[src/rtl/processing_element_v3.sv]
// Multi-lane signed MAC with lane-wise or cross-lane reduction and a valid/ready group protocol.
// Define PE_SAT_EN to clip each lane result to 2*DATA_WIDTH bits and report clipping on ovf.
module processing_element_v3 #(
  parameter int DATA_WIDTH = 16,
  parameter int NUM_MACS   = 4,
  parameter int GUARD_BITS = 8,
  parameter int CNT_WIDTH  = 16
) (
  input  logic                             clk,
  input  logic                             rst,
  input  logic                             acc_clr,
  input  logic                             mode,
  input  logic                             in_valid,
  output logic                             in_ready,
  input  logic                             in_last,
  input  logic [NUM_MACS*DATA_WIDTH-1:0]   a_flat,
  input  logic [NUM_MACS*DATA_WIDTH-1:0]   b_flat,
  output logic                             out_valid,
  input  logic                             out_ready,
  output logic [NUM_MACS*2*DATA_WIDTH-1:0] mac_results_flat,
  output logic [CNT_WIDTH-1:0]             beat_count,
  output logic                             ovf
);

  localparam int RES_WIDTH = 2*DATA_WIDTH;
  localparam int ACC_WIDTH = RES_WIDTH+GUARD_BITS;

  typedef enum logic [1:0] {
    IDLE,
    ACC,
    DONE
  } state_t;

  state_t state, state_nxt;

  logic signed [ACC_WIDTH-1:0] acc     [NUM_MACS];
  logic signed [ACC_WIDTH-1:0] acc_nxt [NUM_MACS];
  logic signed [RES_WIDTH-1:0] prod    [NUM_MACS];
  logic signed [ACC_WIDTH-1:0] red_sum;
  logic [CNT_WIDTH-1:0]        cnt;
  logic                        mode_q;
  logic                        mode_eff;
  logic                        accept;
  logic                        deliver;

  assign in_ready  = rst && (state != DONE);
  assign out_valid = rst && (state == DONE);
  assign accept    = in_valid && in_ready;
  assign deliver   = out_valid && out_ready;
  // The group's mode is taken from its first beat, later beats use the latched copy.
  assign mode_eff  = (state == IDLE) ? mode : mode_q;

  always_comb begin
    red_sum = '0;
    for (int i = 0; i < NUM_MACS; i++) begin
      prod[i] = RES_WIDTH'($signed(a_flat[DATA_WIDTH*i +: DATA_WIDTH]))
              * RES_WIDTH'($signed(b_flat[DATA_WIDTH*i +: DATA_WIDTH]));
      red_sum = red_sum + ACC_WIDTH'(prod[i]);
    end
  end

  always_comb begin
    for (int i = 0; i < NUM_MACS; i++) begin
      acc_nxt[i] = acc[i];
    end
    if (accept) begin
      if (mode_eff) begin
        acc_nxt[0] = acc[0] + red_sum;
      end else begin
        for (int i = 0; i < NUM_MACS; i++) begin
          acc_nxt[i] = acc[i] + ACC_WIDTH'(prod[i]);
        end
      end
    end
  end

  always_comb begin
    state_nxt = state;
    unique case (state)
      IDLE: if (accept) state_nxt = in_last ? DONE : ACC;
      ACC:  if (accept && in_last) state_nxt = DONE;
      DONE: if (deliver) state_nxt = IDLE;
      default: state_nxt = IDLE;
    endcase
    if (acc_clr) state_nxt = IDLE;
  end

  always_ff @(posedge clk) begin
    if (!rst) begin
      state <= IDLE;
    end else begin
      state <= state_nxt;
    end
  end

  always_ff @(posedge clk) begin
    if (!rst || acc_clr) begin
      mode_q <= 1'b0;
    end else if (accept && state == IDLE) begin
      mode_q <= mode;
    end
  end

  always_ff @(posedge clk) begin
    if (!rst || acc_clr || deliver) begin
      for (int i = 0; i < NUM_MACS; i++) begin
        acc[i] <= '0;
      end
      cnt <= '0;
    end else if (accept) begin
      for (int i = 0; i < NUM_MACS; i++) begin
        acc[i] <= acc_nxt[i];
      end
      if (cnt != '1) cnt <= cnt + CNT_WIDTH'(1);
    end
  end

`ifdef PE_SAT_EN
  logic ovf_q;
  logic ovf_nxt;

  function automatic logic clips(input logic signed [ACC_WIDTH-1:0] v);
    return !((&v[ACC_WIDTH-1:RES_WIDTH-1]) || !(|v[ACC_WIDTH-1:RES_WIDTH-1]));
  endfunction

  function automatic logic [RES_WIDTH-1:0] sat(input logic signed [ACC_WIDTH-1:0] v);
    if (!clips(v)) return v[RES_WIDTH-1:0];
    else if (v[ACC_WIDTH-1]) return {1'b1, {(RES_WIDTH-1){1'b0}}};
    else return {1'b0, {(RES_WIDTH-1){1'b1}}};
  endfunction

  always_comb begin
    ovf_nxt = 1'b0;
    for (int i = 0; i < NUM_MACS; i++) begin
      ovf_nxt = ovf_nxt | clips(acc_nxt[i]);
    end
  end

  always_ff @(posedge clk) begin
    if (!rst || acc_clr || deliver) begin
      ovf_q <= 1'b0;
    end else if (accept && in_last) begin
      ovf_q <= ovf_nxt;
    end
  end

  assign ovf = out_valid && ovf_q;
`else
  assign ovf = 1'b0;
`endif

  always_comb begin
    mac_results_flat = '0;
    if (out_valid) begin
      for (int i = 0; i < NUM_MACS; i++) begin
`ifdef PE_SAT_EN
        mac_results_flat[RES_WIDTH*i +: RES_WIDTH] = sat(acc[i]);
`else
        mac_results_flat[RES_WIDTH*i +: RES_WIDTH] = acc[i][RES_WIDTH-1:0];
`endif
      end
    end
  end

  assign beat_count = out_valid ? cnt : '0;

endmodule

[config.mk]
export PLATFORM = sky130hd
export DESIGN_NAME = processing_element_v3
export DESIGN_NICKNAME = d
export VERILOG_FILES = /design/src/rtl/processing_element_v3.sv
export SDC_FILE = /design/constraint.sdc
export NUM_CORES = 2
export LEC_CHECK = 0
export ABC_AREA = 1
export BUFFER_PORTS_ARGS = -buffer_cell sky130_fd_sc_hd__buf_4
export CAP_MARGIN = 20
export CORE_UTILIZATION = 40
export DETAILED_ROUTE_END_ITERATION = 10
export GPL_TIMING_DRIVEN = 0
export MAX_ROUTING_LAYER = met4
export SKIP_CTS_REPAIR_TIMING = 1
export SYNTH_ARGS = -nofsm -noshare
export SYNTH_HDL_FRONTEND = slang
export SYNTH_SLANG_ARGS = --single-unit
[constraint.sdc]
create_clock -name clk -period 11.2 [get_ports clk]
set_clock_uncertainty 0.2 [all_clocks]
set_input_delay 1.12 -clock clk [delete_from_list [all_inputs] [get_ports clk]]
set_output_delay 1.12 -clock clk [all_outputs]
set_load 0.02 [all_outputs]
* After elaboration in Yosys (flattened, before gate mapping)
Memory sizes are Yosys's and may differ from the RTL's.
Cells that the tools add are included.
** Operators by class
- Shift-type cells :: 0
- Bitwise gates (word level) :: 5
- $mul :: 4
- Div/mod/pow operators :: 0
- Eq/ne operators :: 7
- Order comparisons :: 0
- Reduce and logical (&&, ||, !) cells :: 13
- Multiplexer cells :: 20
- Add/sub/neg operators :: 9
** Operator list (number)
- two-way mux 40 bit :: 5
- adder 40 x 32 -> 40 bit :: 4
- two-way mux 160 bit :: 1
- multiplier 16 x 16 -> 32 bit :: 4
- two-way mux 128 bit :: 1
- two-way mux 120 bit :: 1
- adder 40 x 35 -> 40 bit :: 1
- adder 34 x 32 -> 35 bit :: 1
- adder 33 x 32 -> 34 bit :: 1
- adder 32 x 32 -> 33 bit :: 1
- adder 16 x 1 -> 16 bit, second input constant :: 1
- two-way mux 16 bit :: 1
- != test 16 bit, second input constant :: 1
- two-way mux 2 bit :: 4
- != test 2 bit, second input constant :: 4
- logical AND 1 bit :: 6
- two-way mux 1 bit :: 6
- one-hot mux 2 bit (3 select lines) :: 1
- bitwise OR 1 bit :: 4
- AND reduction 3 bit :: 1
- == test 2 x 1 -> 1 bit, second input constant :: 1
- == test 2 bit, second input constant :: 1
- logical NOT 2 bit :: 1
- logical OR 1 bit :: 2
- other kinds (4) :: 4
** Word-level totals
- Bits of input ports :: 135
- Bits in read-only memories :: 0
- Word-level logic and storage cells :: 62
- Bits in latches :: 0
- Memory bits (writable) :: 160
- Register bits after elaboration :: 19
- Memories :: 1
- Output and inout bits :: 147
** Memories
- acc :: words 4, width 40, rd ports 4, clocked after Yosys merged registers in 0, wr ports 4, line 36 : logic signed [ACC_WIDTH-1:0] acc [NUM_MACS];

* Depth between registers and ports, before layout
- Word-level depth :: 8
- Gate-level depth with buffers :: 45

* Least setup slack after synthesis
No wires, ideal clock.
- Path type :: input-to-reg
- Start point :: in b_flat[39]
- End point :: mem acc[0][28] (netlist bit), data pin
- Slack :: 1.437 ns
- Data arrival time :: 9.304 ns
- Setup time :: 0.259 ns
- Stages :: 38
- Buffers on the path :: 2
- Path through :: clkbuf_1 clkbuf_1 nand2_1 fa_1 inv_1 fa_1 inv_1 fa_1 inv_1 fa_1 fa_1 inv_1 fa_1 inv_1 ha_1 a21oi_1 o21ai_0 a21oi_1 (+2 left out) o221ai_1 xor2_1 fa_1 inv_1 fa_1 fa_1 inv_1 ha_1 a21oi_1 o21a_1 inv_1 a21oi_1 nand3_1 a21o_1 a31o_2 or2_2 nand3_1 a21oi_1
** RTL lines
- start, declared :: line 17 : input logic [NUM_MACS*DATA_WIDTH-1:0] b_flat,
- end, declared :: line 36

==> impl_summary.txt <==
----------------------------------------------------
[Status]
  Run status ... complete, but fails checks
  Violations in the final reports ... design-rule violations

[Critical path]
  Family with the most delay on the worst path ... adder cells
  Required @ worst endpoint ... between 10,000 and 15,000 ps
  Buffers plus inverters on the worst setup path ... 11
  Worst path arrival time ... ~11,000 ps
  Worst-case register-to-register setup slack ... 7030 ps
  Slowest stage cell, crit path ... sky130_fd_sc_hd__xnor2_1
  Worst setup path category ... in -> reg
  Crit-path max FO ... 10
  Worst r2r path cells ... 15
  Critical R2R Capture ... acc[0][29]$_SDFFCE_PN0P_
  Maximum single-stage delay on the critical path ... 640 ps
  Critical Path End Type ... flip-flop
  Crit path launch type ... input pin
  Worst r2r src ... acc[0][1]$_SDFFCE_PN0P_

[Synth]
  Fraction of synthesis flops using an asynchronous set or reset pin ... 0%
  Number of distinct library cells after synthesis ... about 70
  Post-synthesis cell area ... about 58,000 µm²
  Gate count after technology mapping ... around 7,500
  Yosys warning total ... 0
  Top-area cell type share of the netlist area ... approximately 40%
  Post-Syn Nets ... 9,249
  Post-synth EDFFs ... between 100 and 150
  Register area share after synthesis ... under 10%
  Synthesis-stage register bit count ... ~150
  Main synth FF type ... sky130_fd_sc_hd__edfxtp_1
  Avg Cell Area, Syn ... a little under 8 µm²
  Dominant cell type by area after synthesis ... sky130_fd_sc_hd__fa_1
  Top area cells in the synthesized netlist ... sky130_fd_sc_hd__fa_1 (40%), sky130_fd_sc_hd__inv_1 (15%), sky130_fd_sc_hd__ha_1 (10%)

[Place]
  Last weighted congestion value of the routability-driven placer ... roughly 0.96
  Port-buffer cells ... 200
  HPWL after detailed placement ... around 160 mm
  Worst slack after detailed placement ... -502 ps

[Die]
  Effective utilization at floorplan ... 40.3%
  Standard-cell row count ... around 140
  Die Outline Area ... 146,000 µm²
  Num ports ... about 280
  Die height ... 383 µm
  Die width ... ~380 µm
  Core area ... roughly 140,000 µm²

[Timing]
  Final setup violation count ... 0
  Actual transition at the worst max-transition pin ... between 1000 and 1500 ps
  Worst slew slack as a fraction of its limit ... about 30%
  Worst Hold Margin ... about 280 ps
  Final critical-path share of the clock period ... just under 100%
  Max Freq ... a little over 0.09 GHz
  Max-slew violation count ... 0
  Minimum clock period after layout ... 10,930 ps
  Final critical-path setup slack ... around 270 ps
  Number of endpoints with negative hold slack in the final report ... 0

[Routing]
  Wire length per cell ... ~19 µm
  Final WL ... 180 mm
  Drc violations ... 52
  DRT iter0 DRCs ... 3,437
  Via count ... approximately 48,000
  Number of nets still failing antenna checks after routing ... 0
  Routed vias/inst ... 4.94
  First-pass iteration count of the detailed router ... 9

[Clock network]
  TritonCTS clock tree ... yes
  Clock tree buffer depth ... 2
  CTS clock-pin slew for the worst setup and hold paths ... 90 ps
  Skew-Pair Late Insertion Delay ... between 500 and 600 ps
  Clock buffers created by TritonCTS ... 17
  Total number of clock tree sinks ... 147
  CTS H-tree depth ... 4
  Clock root buffer master ... sky130_fd_sc_hd__clkbuf_16

[Job]
  Max-cap viol count ... 0

[Global routing]
  Vias in the first global route ... approximately 50,000
  Antenna violations before repair ... 6
  Largest net degree at the start of global routing ... between 50 and 60
  Global-route wire length before repair ... 280 mm
  Total congestion overflow after global routing ... 0
  Overall global routing resource usage ... 25.9%

[Finish]
  Net count of the finished layout ... about 9,500
  Signed area change from the synthesized netlist to the final layout ... 7.98%
  Layout Utilization ... between 40% and 50%
  Fraction of layout cells with a size suffix above 1 ... between 6 and 7%

[Min path]
  Worst hold-check path type ... reg -> reg
  End of the worst hold path ... mode_q$_SDFFE_PP0P_
  Cell depth of the worst hold path ... 2
  Hold_sp ... mode_q$_SDFFE_PP0P_

----------------------------------------------------
## cell usage in the layout, fill, tap and decap left out, types with 23 or more instances in the layout
master                        n
sky130_fd_sc_hd__a21o_1      26
sky130_fd_sc_hd__a21oi_1    397
sky130_fd_sc_hd__a21oi_2     26
sky130_fd_sc_hd__a31oi_1     23
sky130_fd_sc_hd__buf_4      202
sky130_fd_sc_hd__clkbuf_1   206
sky130_fd_sc_hd__edfxtp_1   128
sky130_fd_sc_hd__fa_1      1144
sky130_fd_sc_hd__ha_1       485
sky130_fd_sc_hd__inv_1     2252
sky130_fd_sc_hd__nand2_1   1568
sky130_fd_sc_hd__nand2_2     32
sky130_fd_sc_hd__nand3_1    100
sky130_fd_sc_hd__nor2_1     364
sky130_fd_sc_hd__nor3_1      39
sky130_fd_sc_hd__o21a_1      27
sky130_fd_sc_hd__o21ai_0    186
sky130_fd_sc_hd__or2_2       47
sky130_fd_sc_hd__xnor2_1     62
sky130_fd_sc_hd__xor2_1      90
## synthesized netlist by cell type, drive strengths merged, types with 47 or more instances
master	number
or2	47
a21oi	424
o21ai	228
nand2	1602
ha	485
inv	2263
xor2	94
nand3	114
edfxtp	128
fa	1144
xnor2	63
nor2	375
clkbuf	224
## through the flow
stage                     area, µm²  TNS, ps  std cells
after floorplan               57900        0       7485
after global placement        61800    -1130       9588
after detailed placement      61900    -1580       9591
after CTS                     62500        0       9623
after global routing          62500    -9.68       9626
final                         62500        0       9628
## worst min-delay path, cell delays in order (launching register included)
cell                       delay [ps]
sky130_fd_sc_hd__dfxtp_1          320
sky130_fd_sc_hd__nand2_1           50
sky130_fd_sc_hd__a21boi_0          60
## layout make-up
class                      count  area, µm²
antenna                        5       12.5
fill                       14800      81100
clock buffer                  17        425
timing repair buffer         203       1560
tap                         1903       2380
inverter                    2264       8500
clock inverter                15        179
sequential                   147       4220
buffer                       242        945
multi-input combinational   4832      44300
## logic make-up (layout without fill, tap and decap cells)
family / after synthesis / after routing / synth area share (%)
other: 1 / 6 / 0.00647
XOR/XNOR: 157 / 157 / 2.37
flip-flops: 147 / 147 / 7.29
AND/OR/NAND/NOR: 2225 / 2225 / 15.6
buffers and inverters: 2506 / 2741 / 16.3
AO/OA/AOI/OAI: 820 / 820 / 8.49
adder cells (fa/ha/maj): 1629 / 1629 / 50.0
## worst max path at each step
stage                     cells past startpoint        from                        to  slack [ps]
after floorplan                              38  b_flat[39]  acc[0][28]$_SDFFCE_PN0P_        1440
after global placement                       38  b_flat[23]  acc[0][28]$_SDFFCE_PN0P_        -410
after detailed placement                     38  a_flat[39]  acc[0][28]$_SDFFCE_PN0P_        -500
after CTS                                    38  a_flat[39]  acc[0][28]$_SDFFCE_PN0P_          40
after global routing                         38  a_flat[22]  acc[0][28]$_SDFFCE_PN0P_         -10
final                                        37  b_flat[38]  acc[0][29]$_SDFFCE_PN0P_         270
## metal layers
layer  share of wire [%]  GRT usage [%]  up-vias  wire length, µm
met5                   0              -        -                0
met4                 3.7           8.76        0             6690
met3                 6.2           2.19      236            11100
met2                  47           41.6     1525            85200
met1                  43           34.6    23500            77300
li1                    -              -    22300                -
## state kept, by name, summed over array words and instances, names as in the netlist
name	count
acc	128
cnt	16
state	2
mode_q	1
Power is left out: the tool's default activity adds up to more than one toggle a clock period on the data nets, which glitch-free logic cannot reach.
